### config.mk
export PLATFORM = sky130hd
export DESIGN_NAME = dvi_timing_gen
export DESIGN_NICKNAME = d
export VERILOG_FILES = /design/src/rtl/dvi_timing_gen.sv
export SDC_FILE = /design/constraint.sdc
export NUM_CORES = 1
export LEC_CHECK = 0
export CAP_MARGIN = 10
export CORE_UTILIZATION = 35
export DETAILED_ROUTE_END_ITERATION = 8
export MAX_ROUTING_LAYER = met4
export PLACE_DENSITY = 0.67
export SYNTH_ARGS = -nofsm -noshare
export SYNTH_HDL_FRONTEND = slang
export SYNTH_SLANG_ARGS = --single-unit
### constraint.sdc
create_clock -name clk -period 2.4 [get_ports clk]
set_input_delay 0.6 -clock clk [delete_from_list [all_inputs] [get_ports clk]]
set_output_delay 0.6 -clock clk [all_outputs]
set_load 0.02 [all_outputs]
### src/rtl/dvi_timing_gen.sv
// Free-running DVI raster timing generator: counters, syncs, data-enable and
// frame bookkeeping, all registered so every output shares one-cycle latency.
module dvi_timing_gen #(
    parameter int   H_ACTIVE  = 640,
    parameter int   H_FP      = 16,
    parameter int   H_SYNC    = 96,
    parameter int   H_BP      = 48,
    parameter int   V_ACTIVE  = 480,
    parameter int   V_FP      = 10,
    parameter int   V_SYNC    = 2,
    parameter int   V_BP      = 33,
    parameter logic HSYNC_POL = 1'b0,
    parameter logic VSYNC_POL = 1'b0
) (
    input  logic       clk,
    input  logic       rst_n,
    output logic [9:0] x,
    output logic [9:0] y,
    output logic       hsync,
    output logic       vsync,
    output logic       de,
    output logic [1:0] ctrl,
    output logic       line_start,
    output logic       frame_start,
    output logic [7:0] frame_count
);

    localparam int H_TOTAL = H_ACTIVE + H_FP + H_SYNC + H_BP;
    localparam int V_TOTAL = V_ACTIVE + V_FP + V_SYNC + V_BP;

    if (H_TOTAL > 1024 || V_TOTAL > 1024) begin : g_bad_totals
        $error("dvi_timing_gen: H_TOTAL and V_TOTAL must not exceed 1024");
    end

    localparam logic [9:0]  H_LAST   = 10'(H_TOTAL - 1);
    localparam logic [9:0]  V_LAST   = 10'(V_TOTAL - 1);
    // 11-bit bounds so a sync window ending exactly at 1024 still compares correctly
    localparam logic [10:0] H_ACT_W  = 11'(H_ACTIVE);
    localparam logic [10:0] V_ACT_W  = 11'(V_ACTIVE);
    localparam logic [10:0] HS_START = 11'(H_ACTIVE + H_FP);
    localparam logic [10:0] HS_END   = 11'(H_ACTIVE + H_FP + H_SYNC);
    localparam logic [10:0] VS_START = 11'(V_ACTIVE + V_FP);
    localparam logic [10:0] VS_END   = 11'(V_ACTIVE + V_FP + V_SYNC);

    logic [9:0] r_h_cnt;
    logic [9:0] r_v_cnt;
    logic [9:0] r_x;
    logic [9:0] r_y;
    logic       r_hsync;
    logic       r_vsync;
    logic       r_de;
    logic [1:0] r_ctrl;
    logic       r_line_start;
    logic       r_frame_start;
    logic [7:0] r_frame_count;

    logic       w_h_last;
    logic       w_v_last;
    logic       w_hs_on;
    logic       w_vs_on;
    logic       w_active;
    logic       w_hsync;
    logic       w_vsync;

    always_comb begin
        w_h_last = (r_h_cnt == H_LAST);
        w_v_last = (r_v_cnt == V_LAST);
        w_hs_on  = ({1'b0, r_h_cnt} >= HS_START) && ({1'b0, r_h_cnt} < HS_END);
        w_vs_on  = ({1'b0, r_v_cnt} >= VS_START) && ({1'b0, r_v_cnt} < VS_END);
        w_active = ({1'b0, r_h_cnt} < H_ACT_W) && ({1'b0, r_v_cnt} < V_ACT_W);
        w_hsync  = w_hs_on ? HSYNC_POL : ~HSYNC_POL;
        w_vsync  = w_vs_on ? VSYNC_POL : ~VSYNC_POL;
    end

    always_ff @(posedge clk) begin
        if (!rst_n) begin
            r_h_cnt       <= '0;
            r_v_cnt       <= '0;
            r_x           <= '0;
            r_y           <= '0;
            r_hsync       <= ~HSYNC_POL;
            r_vsync       <= ~VSYNC_POL;
            r_de          <= 1'b0;
            r_ctrl        <= {~VSYNC_POL, ~HSYNC_POL};
            r_line_start  <= 1'b0;
            r_frame_start <= 1'b0;
            r_frame_count <= '0;
        end else begin
            r_h_cnt <= w_h_last ? '0 : r_h_cnt + 10'd1;
            if (w_h_last) begin
                r_v_cnt <= w_v_last ? '0 : r_v_cnt + 10'd1;
            end
            r_x           <= r_h_cnt;
            r_y           <= r_v_cnt;
            r_hsync       <= w_hsync;
            r_vsync       <= w_vsync;
            r_de          <= w_active;
            r_ctrl        <= {w_vsync, w_hsync};
            r_line_start  <= (r_h_cnt == '0);
            r_frame_start <= (r_h_cnt == '0) && (r_v_cnt == '0);
            if (w_h_last && w_v_last) begin
                r_frame_count <= r_frame_count + 8'd1;
            end
        end
    end

    assign x           = r_x;
    assign y           = r_y;
    assign hsync       = r_hsync;
    assign vsync       = r_vsync;
    assign de          = r_de;
    assign ctrl        = r_ctrl;
    assign line_start  = r_line_start;
    assign frame_start = r_frame_start;
    assign frame_count = r_frame_count;

endmodule

; ---- After elaboration in Yosys (flattened, before gate mapping)
; Cells that the tools add are included.
[totals]
regBits = 55
inputBits = 2
out_inout_bits = 35
wordCells = 34
[classes]
n_addsub = 3
n_lt_le_gt_ge = 6
n_eq_ne = 2
n_mux = 3
bitwise_logic = 1
n_reduce_logical = 8
[ops]
columns = operator, count
row1 = $add 10x1->10 const B, 2
row2 = $eq 10x10->1 const B, 2
row3 = $logic_not 10->1, 2
row4 = $lt 10x10->1 const B, 2
row5 = $lt 10x9->1 const B, 2
row6 = $ge 10x10->1 const B, 1
row7 = $ge 10x9->1 const B, 1
row8 = $mux 10, 1
row9 = $add 8x1->8 const B, 1
row10 = $logic_and 1x1->1, 5
row11 = $mux 1, 2
row12 = $reduce_or 2->1, 1
row13 = $not 1->1, 1

; ---- Depth between registers and ports, before layout
; Gate-level depths: netlist of the first run.
[logic_depth]
word_depth = 3
mapped_depth = 7
ltp_nobuf = 6

; ---- Least setup slack after synthesis of the first run
; No wires, ideal clock.
[synth_timing]
kind = register to register
from = register r_h_cnt[0]
to = register r_frame_count[3] (netlist: frame_count[3])
setup_ns = 0.071
arrival_time_ns = 1.863
t_required_ns = 2.329
slack_ns = 0.466
stages_incl_launch_ff = 7
n_path_buf = 1
period_less_slack_ns = 1.934
path_cell_list = dfxtp_1 -> ha_1 -> nand3_1 -> or3_4 -> buf_6 -> or4_1 -> a21oi_1
[synth_between]
elab_chain_cells = 2
[synth_lines]
columns = item, line
row1 = "start, declared", 45  ; logic [9:0] r_h_cnt;
row2 = "start signal, assigned", 89  ; r_h_cnt <= w_h_last ? '0 : r_h_cnt + 10'd1;
row3 = $eq 10x10->1, 66  ; w_h_last = (r_h_cnt == H_LAST);
row4 = $logic_and 1x1->1, 101  ; if (w_h_last && w_v_last) begin
row5 = "end signal, assigned", 102  ; r_frame_count <= r_frame_count + 8'd1;
row6 = "end, declared", 55  ; logic [7:0] r_frame_count;
; Every way passes these cells.
; A chain may end at the register's enable or synchronous reset.

; ---- Worst setup path in the final report of the first run
[layout_timing]
from = register r_h_cnt[4]
to = register r_frame_count[6] (netlist: frame_count[6])
; Same word-level chain as after synthesis.

==> impl_metrics.ini, run 1 <==
[outcome]
status = completed

[sta]
fin_ws_ps = 371.8
slew_violations = 0
setup_tns_ps = 0
clock.fmax_mhz = 493.0
rsz0062_at_grt = no
skew_ps = 13.22
period_share = 0.8451
finalSetupViolCount = 0
worst_slew_pin_slew_ps = 623.5
finalHoldViolCount = 0
slew_headroom = 0.5805
fin_crit_ps = 2028

[logic_synthesis]
synth_edf_count = 0
yosysMostFrequentCell = dfxtp_1
synth_nets = 235
synth_top_area_cell = dfxtp_1
yosysTopAreaCellShare = 0.5003
synthCells = 227
synth_common_cells = 53 x dfxtp_1, 27 x nor2_1, 16 x and2_1
async_flop_share = 0
synth_xor_area_frac = 0.05369
synth_mux_area_frac = 0.01888
synth_compound_area_frac = 0.05369
yosysSeqAreaShare = 0.5003
syn_avg_cell_area_sq_um = 9.343
synth_warnings = 0
ys_seq_elements = 53
ys.flop_type = dfxtp_1
yosys.area_share.simple = 0.2879
syn_area_sq_um = 2121
synth_top_family_by_area = simple AND/OR/NAND/NOR gates
ys_types = 36
yosys.area_share.adder = 0.03540
synth_area_leaders = dfxtp_1 50%, nor2_1 4.8%, and2_1 4.7%

[global_routing]
grt.busiest_layer = met2
grt_pass1_wl_microns = 7024
antenna_found_initial = 0
use_met1 = 0.1867
gr-usage-met2 = 0.2205
grt_usage = 0.1467
grt_overflow = 0
grt_max_degree = 27
met3_usage = 0.03200
grt_pass1_vias = 1516

[clocking]
cts_sinks = 53
cts_tree = done
root_buffer = clkbuf_8
clk_pin_slew_ps = 90
cts_resized = 0
cts_setup_buffers = 0
cts-hold-fix-buffers = 0
cts_buffer_depth = 2
clock_latency_ps = 310
cts_buffers = 5
h-tree-depth = 2

[place]
pre_cts_ws_ps = 304.2
place_area_sq_um = 2536
dp_hpwl_microns = 2869
place.gp.congestion = 0.8902
port_buffers = 36

[layout]
n_fill_cell = 537
final_layout_size_suffix_gt1_frac = 0.05725
nets = 269
final_core_util = 0.4665
diodes = 0
syn_to_final_growth_pct = 24.84
fin_area_sq_um = 2648

[power]
ir_drop_mv = 0.3166
leakage_nw = 0.9651
p_per_area_nw_per_um2 = 587.1

[route]
wl_per_cell_microns = 12.63
routed_wl_microns = 4219
drtAntennaViolNets = 0
viasPerCell = 5.009
drt_iter0_drc = 129
drc = 0
first_pass_iters = 4
vias = 1673

[setup_path]
crit_slowest_cell = or4_1
end_kind = register
critPathLaunch = r_h_cnt[4]
arrival_ps = 2260
setup.worst_path.class = reg2reg
crit_chain = nand4b_1, or3_4, or4_1, a21oi_1
r2r-start = r_h_cnt[4]
worst_setup_path_endpoint = frame_count[6]
slowest_delay_ps = 530
cp_max_fo = 18
regToRegSetupSlack_ps = 370
startpoint_type = register
worst-r2r-cell-count = 4
crit_required_ps = 2630
reg2reg_to = frame_count[6]

[die]
coreArea_sq_um = 5675
die_w_microns = 79.84
dieArea_sq_um = 6374
start_util = 0.3737
die_h_microns = 79.84
num_io_pins = 37
rows = 27

[min_path]
hold_path.class = reg2reg

[flow_run]
maxCapViolations = 0
==> per-stage QoR <==
step / instances / hold WS [ps] / total power, mW
2_1_floorplan: 227 / 437.3 / 0.9491
3_3_place_gp: 326 / 459.4 / 0.9773
3_5_place_dp: 326 / 463.3 / 0.9778
4_1_cts: 334 / 484.0 / 1.574
5_1_grt: 334 / 505.3 / 1.613
6_report: 334 / 483.1 / 1.554
==> where the power goes <==
group | switching (mW) | total, mW | internal, mW
sequential | 0.00724 | 0.897 | 0.890
clock | 0.285 | 0.598 | 0.313
combinational | 0.0341 | 0.0592 | 0.0251
total | 0.326 | 1.55 | 1.23
==> layout make-up <==
type                            count  area (sq um)  share of cell area
Clock inverter                      2         38.79             0.01465
Clock buffer                        6         72.57             0.02741
Multi-Input combinational cell    152         953.4              0.3601
Tap cell                           72         90.09             0.03403
Inverter                            7         26.28            0.009924
Sequential cell                    53          1061              0.4008
Timing Repair Buffer               42         405.4              0.1531
==> critical path: cells and delay by family (launching register included) <==
family	cells	cell delay [ps]
flip-flops	1	460
AO/OA/AOI/OAI	1	160
AND/OR/NAND/NOR	3	1350
==> cells in the final DEF (no fill, tap or decap), drive strengths merged, types with 3 or more instances in the layout <==
| master | instances |
|---|---|
| mux2i | 4 |
| buf | 6 |
| dfxtp | 53 |
| nand3 | 15 |
| nand2 | 10 |
| clkbuf | 6 |
| xnor2 | 6 |
| or4 | 6 |
| and2 | 16 |
| nand4 | 6 |
| o21ai | 4 |
| a21oi | 8 |
| o31ai | 6 |
| xor2 | 7 |
| nor3 | 4 |
| inv | 6 |
| and3 | 5 |
| nor4 | 7 |
| clkdlybuf4s50 | 36 |
| nor2 | 27 |
| and4 | 3 |
| ha | 6 |
==> layer usage <==
| layer | share of wire | wire length [microns] |
|---|---|---|
| met3 | 0.050 | 209 |
| met5 | 0 | 0 |
| met2 | 0.43 | 1794 |
| met4 | 0.023 | 98 |
| met1 | 0.50 | 2117 |
==> state kept, by name, summed over array words and instances, names as in the netlist <==
register,cells
de,1
y,10
frame_count,8
ctrl,1
line_start,1
r_v_cnt,10
x,10
vsync,1
frame_start,1
r_h_cnt,10
==> cells by family after synthesis <==
| family | Yosys count |
|---|---|
| AND/OR/NAND/NOR | 110 |
| flip-flops | 53 |
| buffers and inverters | 22 |
| AO/OA/AOI/OAI | 19 |
| XOR/XNOR | 13 |
| adder cells (fa/ha/maj) | 6 |
| multiplexers | 4 |
==> worst min path at each step <==
stage | startpoint | endpoint | slack, ps | depth (start not counted)
floorplan | r_h_cnt[9] | ctrl[0] | 440 | 1
global placement | r_h_cnt[0] | r_h_cnt[0] | 460 | 1
detailed placement | r_h_cnt[0] | r_h_cnt[0] | 460 | 1
CTS | r_h_cnt[0] | r_h_cnt[0] | 480 | 1
global route | r_h_cnt[0] | r_h_cnt[0] | 510 | 1
finish | r_h_cnt[0] | r_h_cnt[0] | 480 | 1
(Power assumes the default switching activity.)
==> run 2: changes to the inputs <==
clock period = 1.88 ns   (was 2.4 ns; I/O delays follow)
==> impl_metrics.ini, run 2 (synthesis results as in run 1) <==
[outcome]
status = completed

[route]
viasPerCell = 4.941
drc = 0
first_pass_iters = 4
wl_per_cell_microns = 12.84
vias = 1749
drt_iter0_drc = 134
drtAntennaViolNets = 0
routed_wl_microns = 4547

[die]
die_w_microns = 79.84
start_util = 0.3737
rows = 27
dieArea_sq_um = 6374
coreArea_sq_um = 5675
num_io_pins = 37
die_h_microns = 79.84

[clocking]
cts_setup_buffers = 0
cts-hold-fix-buffers = 0
cts_buffer_depth = 2
clock_latency_ps = 300
cts_tree = done
cts_sinks = 53
cts_buffers = 5
clk_pin_slew_ps = 90
root_buffer = clkbuf_8
h-tree-depth = 2

[layout]
diodes = 0
seqCellArea_sq_um = 1070
final_cell_mix = 50 x dfxtp_1, 33 x clkdlybuf4s50_1, 27 x nor2_1
syn_to_final_growth_pct = 34.45
final_core_util = 0.5024
final_common_cell = dfxtp_1
n_fill_cell = 558
fin_cells = 354
nets = 290
final_layout_size_suffix_gt1_frac = 0.1773
multi_input_area_sq_um = 1012

[sta]
slew_violations = 0
worst_slew_pin_slew_ps = 334.8
finalSetupViolCount = 0
fin_crit_ps = 1829
slew_headroom = 0.7736
period_share = 0.9728
rsz0062_at_grt = yes
finalHoldViolCount = 0
skew_ps = 7.098
clock.fmax_mhz = 546.8

[global_routing]
grt_pass1_vias = 1503
grt_pass1_wl_microns = 7093
use_met1 = 0.1962
gr-usage-met2 = 0.2265
grt_usage = 0.1509
met3_usage = 0.04114
grt.busiest_layer = met2
antenna_found_initial = 0
grt_max_degree = 16
grt_overflow = 0

[place]
port_buffers = 36
dp_hpwl_microns = 3259
placedCellCount = 346
place.gp.congestion = 0.8266

[power]
ir_drop_mv = 0.3724
swShare = 0.2211
leakage_nw = 1.121
netSwitchingPower_uw = 416.5
p_clk_frac = 0.344
seqPwrFrac = 0.608
intPower_mw = 1.468
p_per_area_nw_per_um2 = 660.8
combinationalPowerShare = 0.047

[setup_path]
regToRegSetupSlack_ps = 50
arrival_ps = 2070
end_kind = register
cp_max_fo = 7
startpoint_type = register
crit_required_ps = 2120
setup.worst_path.class = reg2reg
worst-r2r-cell-count = 4

[min_path]
hold_path.class = reg2reg
hold-path-cell-count = 1

[flow_run]
maxCapViolations = 0
-- run 2: cell types whose count changed in the layout (fill, tap and decap cells not counted), moves of 3 or more --
cell / change
a21oi_2: +4
buf_4: +20
clkdlybuf4s50_1: -3
or4_4: +5
a21oi_1: -4
or4_1: -5
dfxtp_1: -3
dlymetal6s2s_1: +3
-- run 2: layer usage --
metal  up-vias  routed length [microns]  share of wire
met5         -                        0              0
met1       798                     2222           0.49
met2        54                     2020           0.44
met4         0                       40         0.0088
li1        892                        -              -
met3         5                      264          0.058
-- run 2: path summary, 6_finish.rpt --
path / start / endpoint
min: r_h_cnt[0] / r_h_cnt[0]
max: r_h_cnt[7] / frame_count[3]
min reg2reg: r_h_cnt[0] / r_h_cnt[0]
max reg2reg: r_h_cnt[7] / frame_count[3]
-- run 2: timing repair --
action / CTS / global route
gates resized for setup: 2 / 15
setup endpoints to repair: 4 / 14
pin swaps: 0 / 7
gates cloned: 0 / 1
-- run 2: per-stage QoR --
step | total power, mW | setup TNS [ps] | worst slack [ps] | hold slack [ps] | area [sq um]
floorplan | 1.213 | 0 | 7.189 | 416.2 | 2130
global placement | 1.256 | -42.72 | -42.72 | 427.3 | 2695
detailed placement | 1.258 | -101.1 | -101.1 | 444.5 | 2695
CTS | 1.900 | 0 | 3.744 | 458.1 | 2790
global route | 1.958 | -32.33 | -18.65 | 488.8 | 2851
finish | 1.884 | 0 | 51.05 | 467.5 | 2851
-- run 2: worst max-delay path: stages, from the launching register on --
cell and delay (ps):
dfxtp_2 320, nand4b_1 330, or3_4 470, or4_4 530, a21oi_2 120
-- run 2: power by group through the flow --
stage / logic [mW] / registers (mW) / clock network (mW)
after floorplan: 0.0306 / 1.18 / 0
after global placement: 0.0858 / 1.17 / 0
after detailed placement: 0.0873 / 1.17 / 0
after CTS: 0.0879 / 1.14 / 0.668
after global routing: 0.0963 / 1.15 / 0.713
final: 0.0891 / 1.15 / 0.649
-- run 2: cell type report --
class / count / share of cell area
flip-flops and latches: 53 / 0.3752
clock buffers: 6 / 0.02896
well taps: 72 / 0.03159
inverters: 7 / 0.009215
repair buffers: 62 / 0.1975
multi-input cells: 153 / 0.3550
clock inverters: 1 / 0.002633
==> run 3: changes to the inputs <==
clock period = 1.9 ns   (was 1.88 ns; I/O delays follow)
==> impl_metrics.ini, run 3 (synthesis results as in run 1) <==
[setup_path]
setup.worst_path.class = reg2out
critPathTopFamily = buffers and inverters
worst-r2r-cell-count = 5
startpoint_type = register
crit_chain = clkdlybuf4s50_1
regToRegSetupSlack_ps = 90
reg2reg_to = frame_count[4]
slowest_delay_ps = 630
r2r-start = r_h_cnt[0]
cp_max_fo = 5
end_kind = output port
crit_required_ps = 1420
crit_buf_inv = 1
crit_slowest_cell = clkdlybuf4s50_1
arrival_ps = 1330

[power]
p_per_area_nw_per_um2 = 648.4
power_mw = 1.847
ir_drop_mv = 0.2877
leakage_nw = 1.151

[place]
place.gp.congestion = 0.9190
dp_hpwl_microns = 3182
port_buffers = 36

[clocking]
clock_latency_ps = 300
h-tree-depth = 2
cts_sinks = 53
cts_buffers = 5
clk_pin_slew_ps = 90
cts_tree = done
cts_buffer_depth = 2
root_buffer = clkbuf_8

[sta]
finalSetupViolCount = 0
setup_tns_ps = 0
finalHoldViolCount = 0
period_share = 0.9522
fin_crit_ps = 1809
slew_headroom = 0.7742
skew_ps = 6.018
slew_violations = 0
clock.fmax_mhz = 552.7
worst_slew_pin_slew_ps = 335.1
rsz0062_at_grt = no

[layout]
diodes = 0
multi_input_area_sq_um = 994.7
final_cell_mix = 51 x dfxtp_1, 32 x clkdlybuf4s50_1, 29 x buf_4
seqCellArea_sq_um = 1064
nets = 293
n_fill_cell = 543
syn_to_final_growth_pct = 34.34
final_layout_size_suffix_gt1_frac = 0.1614
final_common_cell = dfxtp_1

[die]
dieArea_sq_um = 6374
rows = 27
num_io_pins = 37
coreArea_sq_um = 5675
die_w_microns = 79.84
start_util = 0.3737
die_h_microns = 79.84

[route]
wl_per_cell_microns = 12.79
drt_iter0_drc = 75
drtAntennaViolNets = 0
vias = 1752
first_pass_iters = 4
drc = 0
viasPerCell = 4.908
routed_wl_microns = 4567

[min_path]
hold_path.class = reg2reg
holdPathEnd = r_h_cnt[0]
hold_start = r_h_cnt[0]
hold-path-cell-count = 1

[global_routing]
met3_usage = 0.03771
grt_pass1_wl_microns = 7286
grt.busiest_layer = met2
use_met1 = 0.1869
gr-usage-met2 = 0.2385
grt_max_degree = 17
grt_pass1_vias = 1613
antenna_found_initial = 0
grt_usage = 0.1525
grt_overflow = 0

[outcome]
status = completed

[flow_run]
maxCapViolations = 0
==> run 3: changes by cell type in the layout (fill, tap and decap cells not counted), sizes merged <==
cell and delta:
clkbuf +1, clkdlybuf4s50 -1, dlymetal6s2s +1, buf +3, clkinvlp -1
==> run 3: metal layers <==
layer | vias to the layer above | share of wire | wire length (microns)
li1 | 898 | - | -
met1 | 795 | 0.48 | 2177
met2 | 49 | 0.45 | 2050
met3 | 10 | 0.048 | 221
met4 | 0 | 0.026 | 118
met5 | - | 0 | 0
==> run 3: worst max-delay path by stage <==
stage / from / endpoint / slack (ps) / depth (start not counted)
5_1_grt: r_v_cnt[4] / frame_count[3] / 20 / 6
2_1_floorplan: r_h_cnt[0] / frame_count[3] / 10 / 6
3_5_place_dp: r_h_cnt[0] / frame_count[4] / 30 / 5
3_3_place_gp: rst_n / frame_start / 10 / 4
4_1_cts: frame_count[2] / frame_count[2] / 7 / 1
6_report: frame_count[5] / frame_count[5] / 90 / 1
==> run 3: where the power goes <==
group          switching (mW)  total, mW  internal [mW]
logic                  0.0486     0.0892         0.0406
clock network           0.335      0.624          0.290
registers             0.00864       1.13           1.12
total                   0.392       1.85           1.46
==> run 3: metrics by stage <==
stage,setup WS [ps],instances,hold slack [ps],util,area (sq um)
after CTS,7.186,355,489.5,0.4921,2793
after global routing,18.98,357,482.9,0.5020,2849
final,90.83,357,469.3,0.5020,2849
after global placement,10.33,348,455.8,0.4769,2706
after detailed placement,31.81,348,469.8,0.4769,2706
after floorplan,9.959,227,437.3,-,2126
==> run 3: layout make-up <==
class / instances / share of cell area
Multi-Input combinational cell: 153 / 0.3491
Inverter: 7 / 0.009223
Clock buffer: 7 / 0.03030
Timing Repair Buffer: 65 / 0.2064
Sequential cell: 53 / 0.3733
Tap cell: 72 / 0.03162
==> run 3: what timing repair did <==
action,CTS,global route
endpoints found under the setup margin,0,15
hold buffers,0,0
gates resized for setup,0,12
setup buffers,0,1
